$ cat src/rtl/design_18_pkg.sv
// design_18_pkg: shared state encoding, default timeout and saturating increment
package design_18_pkg;

    typedef enum logic [1:0] {IDLE, ISSUE, WAIT, HOLD} state_t;

    localparam int TIMEOUT_DEF = 32;

    function automatic logic [31:0] sat_inc(input logic [31:0] v, input logic [31:0] max);
        return (v == max) ? v : v + 32'd1;
    endfunction

endpackage

$ cat src/rtl/design_18_issuer_stat.sv
// design_18_issuer_stat: saturating completion and timeout counters
module design_18_issuer_stat
    import design_18_pkg::*;
#(
    parameter int CW = 16
) (
    input  logic          clk,
    input  logic          rst_n,
    input  logic          done_inc,
    input  logic          err_inc,
    output logic [CW-1:0] done_cnt,
    output logic [CW-1:0] err_cnt
);

    localparam logic [31:0] MAX = 32'({CW{1'b1}});

    logic [CW-1:0] done_q, done_d, err_q, err_d;

    always_comb begin
        done_d = done_inc ? CW'(sat_inc(32'(done_q), MAX)) : done_q;
        err_d  = err_inc  ? CW'(sat_inc(32'(err_q), MAX))  : err_q;
    end

    always_ff @(posedge clk or negedge rst_n) begin
        if (!rst_n) begin
            done_q <= '0;
            err_q  <= '0;
        end else begin
            done_q <= done_d;
            err_q  <= err_d;
        end
    end

    assign done_cnt = done_q;
    assign err_cnt  = err_q;

endmodule

$ cat src/rtl/design_18_issuer.sv
// design_18_issuer: issues operand pairs to a start/valid engine and returns results with timeout
module design_18_issuer
    import design_18_pkg::*;
#(
    parameter int W       = 16,
    parameter int TIMEOUT = TIMEOUT_DEF,
    parameter int CW      = 16
) (
    input  logic          clk,
    input  logic          rst_n,
    input  logic          in_valid,
    output logic          in_ready,
    input  logic [W-1:0]  in_a,
    input  logic [W-1:0]  in_b,
    output logic          eng_start,
    output logic [W-1:0]  eng_a,
    output logic [W-1:0]  eng_b,
    input  logic [W-1:0]  eng_y,
    input  logic          eng_valid,
    output logic          res_valid,
    input  logic          res_ready,
    output logic [W-1:0]  res_y,
    output logic          res_err,
    output logic [CW-1:0] done_cnt,
    output logic [CW-1:0] err_cnt,
    output logic          busy
);

    localparam int WCW = $clog2(TIMEOUT);
    localparam logic [WCW-1:0] LAST = WCW'(TIMEOUT - 1);

    state_t         state_q, state_d;
    logic [W-1:0]   a_q, a_d, b_q, b_d, y_q, y_d;
    logic           err_q, err_d;
    logic [WCW-1:0] wcnt_q, wcnt_d;
    logic           done_p, err_p;

    always_comb begin
        state_d = state_q;
        a_d     = a_q;
        b_d     = b_q;
        y_d     = y_q;
        err_d   = err_q;
        wcnt_d  = wcnt_q;
        done_p  = 1'b0;
        err_p   = 1'b0;
        case (state_q)
            IDLE: if (in_valid) begin
                a_d     = in_a;
                b_d     = in_b;
                state_d = ISSUE;
            end
            ISSUE: begin
                wcnt_d  = '0;
                state_d = WAIT;
            end
            // a result arriving in the final wait cycle still counts as success
            WAIT: if (eng_valid) begin
                y_d     = eng_y;
                err_d   = 1'b0;
                done_p  = 1'b1;
                state_d = HOLD;
            end else if (wcnt_q == LAST) begin
                y_d     = '0;
                err_d   = 1'b1;
                err_p   = 1'b1;
                state_d = HOLD;
            end else begin
                wcnt_d = wcnt_q + WCW'(1);
            end
            HOLD: if (res_ready) state_d = IDLE;
        endcase
    end

    always_ff @(posedge clk or negedge rst_n) begin
        if (!rst_n) begin
            state_q <= IDLE;
            a_q     <= '0;
            b_q     <= '0;
            y_q     <= '0;
            err_q   <= 1'b0;
            wcnt_q  <= '0;
        end else begin
            state_q <= state_d;
            a_q     <= a_d;
            b_q     <= b_d;
            y_q     <= y_d;
            err_q   <= err_d;
            wcnt_q  <= wcnt_d;
        end
    end

    design_18_issuer_stat #(.CW(CW)) u_stat (
        .clk      (clk),
        .rst_n    (rst_n),
        .done_inc (done_p),
        .err_inc  (err_p),
        .done_cnt (done_cnt),
        .err_cnt  (err_cnt)
    );

    assign in_ready  = (state_q == IDLE);
    assign eng_start = (state_q == ISSUE);
    assign res_valid = (state_q == HOLD);
    assign busy      = (state_q != IDLE);
    assign eng_a     = a_q;
    assign eng_b     = b_q;
    assign res_y     = y_q;
    assign res_err   = err_q;

endmodule

$ cat config.mk
export PLATFORM = sky130hd
export DESIGN_NAME = design_18_issuer
export DESIGN_NICKNAME = d
export VERILOG_FILES = /design/src/rtl/design_18_pkg.sv /design/src/rtl/design_18_issuer_stat.sv /design/src/rtl/design_18_issuer.sv
export SDC_FILE = /design/constraint.sdc
export NUM_CORES = 1
export LEC_CHECK = 0
export ABC_CLOCK_PERIOD_IN_PS = 1700
export CAP_MARGIN = 30
export CORE_MARGIN = 4
export CORE_UTILIZATION = 30
export DETAILED_ROUTE_END_ITERATION = 8
export MAX_ROUTING_LAYER = met4
export PLACE_DENSITY = 0.57
export SLEW_MARGIN = 20
export SYNTH_ARGS = -nofsm -noshare
export SYNTH_HDL_FRONTEND = slang
export SYNTH_SLANG_ARGS = --single-unit
$ cat constraint.sdc
create_clock -name clk -period 1.7 [get_ports clk]
set_input_delay 0.17 -clock clk [delete_from_list [all_inputs] [get_ports clk]]
set_output_delay 0.17 -clock clk [all_outputs]
set_load 0.01 [all_outputs]
==> results.py <==
metrics = {
    "sta": {
        "final_max_slew_viol_count": 0,
        "max_clock_freq_ghz": 0.547,
        "setup_viol": 17,
        "tightest_slew_ns": 0.290,
        "relSlewSlack_pct": 80.5,
        "clock_skew_ns": 0.00481,
        "finalCritPeriodShare_pct": 108,
        "fin_ws_ns": -0.129,
        "fin_crit_ns": 1.83,
        "tns_ns": -0.930,
        "rsz0062_at_grt": "true",
        "hold_violations": 0,
    },
    "yosys": {
        "synthSimpleGateAreaFrac_pct": 13.5,
        "yosysMostFrequentCell": "dfrtp_1",
        "synthAdderAreaFrac_pct": 2.94,
        "synth_edf_count": 0,
        "postSynthAreaPerCell_um2": 12.9,
        "synth_xor_area_share_pct": 5.26,
        "synth-main-ff-cell": "dfrtp_1",
        "synthMuxAreaShare_pct": 12.3,
        "yosys.area.top_type": "dfrtp_1",
        "synth_compound_area_share_pct": 6.79,
        "ys_warn_count": 0,
        "synth_top_family_by_area": "simple AND/OR/NAND/NOR gates",
        "synth_cell_types": 42,
        "async_flop_share_pct": 100,
        "synth_area_um2": 3830,
        "synthCells": 298,
        "synthDominantCellAreaShare_pct": 57.5,
        "ys_top_cells_by_area": "dfrtp_1 (57%), mux2_2 (11%), a22o_1 (4.6%)",
        "synth_commonest_cells": "dfrtp_1 (88), mux2_2 (38), a22o_1 (20), xor2_1 (18), nor2_1 (17)",
        "syn_nets": 360,
        "ys_ff_latch": 88,
        "yosysSeqAreaShare_pct": 57.5,
    },
    "worst_setup_path": {
        "crit_start": "wcnt_q[1]$_DFFE_PN0P_",
        "end_kind": "flop",
        "startpoint_type": "flop",
        "regToRegStartpoint": "wcnt_q[1]$_DFFE_PN0P_",
        "regToRegEndpoint": "u_stat.err_cnt[13]$_DFFE_PN0P_",
        "required_ns": 1.97,
        "crit_path_cell_trace": "ha_2, and3_4, ha_4, and3b_2, nand4_1, buf_4, nor3_4, xor2_1",
        "cp_slowest_stage_delay_ns": 0.36,
        "crit_fanout": 6,
        "rr_worst_depth": 8,
        "crit_slowest_cell": "dfrtp_1",
        "ff2ff_setup_slack_ns": -0.13,
        "cp.arrival_ns": 2.09,
        "critPathKind": "flop to flop",
    },
    "detailed_routing": {
        "firstDrtPassIters": 4,
        "drtIter0Drc": 88,
        "via_per_inst": 4.63,
        "vias": 3071,
        "drtAntennaViolNets": 0,
        "wl_mm": 9.70,
        "drcViolationCount": 0,
        "wire_per_inst_um": 14.6,
    },
    "clock_network": {
        "htree_num_levels": 3,
        "cts_buffers": 9,
        "clk_path_buf_depth": 2,
        "tritoncts": "built",
        "cts.sinks": 88,
        "clk_pin_slew_ns": 0.06,
        "cts_root_buffer": "clkbuf_16",
        "clk_latency_ns": 0.34,
    },
    "die": {
        "start_util_pct": 30.5,
        "coreArea_um2": 12600,
        "die-width_um": 121,
        "die-area_um2": 14600,
        "rows": 41,
        "die_h_um": 121,
        "io_pins": 138,
    },
    "global_routing": {
        "gr-total-overflow": 0,
        "grt.met3_usage_pct": 3.31,
        "gr-usage-met1_pct": 18.9,
        "antenna_found_initial": 0,
        "grt_max_degree": 40,
        "grt_pass1_vias": 3178,
        "grt_first_pass_wirelength_mm": 15.9,
        "grt_usage_pct": 13.9,
        "grt-busiest-layer": "met2",
        "use_met2_pct": 20.2,
    },
    "layout": {
        "syn_to_final_growth_pct": 65.5,
        "finalNonFillerCells": 664,
        "antenna_cells": 0,
        "register_area_um2": 2200,
        "drive_gt1_share_pct": 28.5,
        "fin_nets": 550,
        "fill_cells": 1156,
        "multi_input_area_um2": 1750,
    },
    "placement": {
        "placed_cells_incl_taps": 639,
        "io_buffer_count": 137,
        "dp_slack_ns": -0.144,
        "dp_hpwl_mm": 7.06,
        "gp_congestion": 0.760,
    },
    "status": {
        "failed_checks": "negative setup slack",
        "outcome": "finished, violations left",
    },
    "power_and_ir_drop": {
        "powerDensity_nw_per_um2": 1420,
        "power_mw": 9.03,
        "ir_worst_vdd_mv": 0.830,
        "p_leak_nw": 2.85,
    },
    "worst_hold_path": {
        "hold_class": "primary input to async pin",
    },
    "flow_run": {
        "cap_violations": 0,
    },
}
==> registers in the layout, indices dropped and copies added (netlist names) <==
signal	flops
eng_a	16
eng_b	16
res_err	1
res_y	16
state_q	2
u_stat.done_cnt	16
u_stat.err_cnt	16
wcnt_q	5
==> cell usage in the layout (no fill, tap or decap), types with 4 or more instances in the layout <==
master / instances
clkbuf_16: 9
inv_1: 5
buf_12: 4
xnor2_1: 5
nand4_1: 10
and3_1: 6
xor2_1: 18
a22o_1: 20
nand3_1: 7
nand2_1: 14
clkdlybuf4s50_1: 132
dfrtp_1: 88
ha_1: 4
mux2_2: 37
buf_4: 44
nor3_1: 6
nor2_1: 14
==> cells by family after synthesis <==
kind of cell               Yosys count
and+or+nand+nor                     88
DFF                                 88
muxes                               42
AOI/OAI and AO/OA                   33
xor gates and xnor gates            23
buffers and inverters               15
adders and majority gates            9
==> critical path, delay by kind of cell (launching register included) <==
kind | cells | cell delay (ns)
buf+inv | 1 | 0.20
xor+xnor | 1 | 0.14
flops | 1 | 0.36
fa+ha+maj | 2 | 0.31
simple gates | 4 | 0.74
==> timing repair <==
| action | CTS | global route |
|---|---|---|
| hold buffers | 1 | 0 |
| endpoints found under the hold margin | 18 | 0 |
| resized for setup | 23 | 22 |
| pin swaps | 11 | 13 |
| endpoints found under the setup margin | 29 | 43 |
| setup buffers | 0 | 10 |
==> worst max-delay path by stage <==
stage,endpoint,slack (ns)
6_report,u_stat.err_cnt[13]$_DFFE_PN0P_,-0.13
5_1_grt,u_stat.err_cnt[13]$_DFFE_PN0P_,-0.22
4_1_cts,u_stat.err_cnt[15]$_DFFE_PN0P_,-0.07
3_5_place_dp,u_stat.err_cnt[13]$_DFFE_PN0P_,-0.14
3_3_place_gp,u_stat.err_cnt[13]$_DFFE_PN0P_,-0.15
2_1_floorplan,u_stat.err_cnt[1]$_DFFE_PN0P_,-0.10
==> power breakdown <==
group | switching (mW) | internal [mW]
Combinational | 1.40 | 2.20
Clock | 0.808 | 1.47
Sequential | 0.389 | 2.77
==> stage by stage <==
| stage | hold slack (ns) | instance area [um2] | utilization [%] |
|---|---|---|---|
| final | 0.271 | 6340 | 50.5 |
| after global routing | 0.299 | 6340 | 50.5 |
| after CTS | 0.269 | 6180 | 49.2 |
| after global placement | 0.0800 | 5740 | 45.7 |
| after detailed placement | 0.0818 | 5740 | 45.7 |
| after floorplan | -0.126 | 3860 | - |
==> final cells by class <==
| type | count | share of cell area (%) |
|---|---|---|
| Clock buffer | 10 | 3.77 |
| Clock inverter | 5 | 1.66 |
| Inverter | 6 | 0.355 |
| Multi-Input combinational cell | 195 | 27.6 |
| Sequential cell | 88 | 34.7 |
| Tap cell | 172 | 3.39 |
| Timing Repair Buffer | 188 | 28.5 |
==> per-layer routing <==
| metal | wire (um) | up-vias |
|---|---|---|
| met1 | 4530 | 1500 |
| met5 | 0 | - |
| met4 | 170 | 0 |
| met2 | 4470 | 92 |
| met3 | 531 | 13 |
| li1 | - | 1466 |
Power figures use the tool's default switching activity.
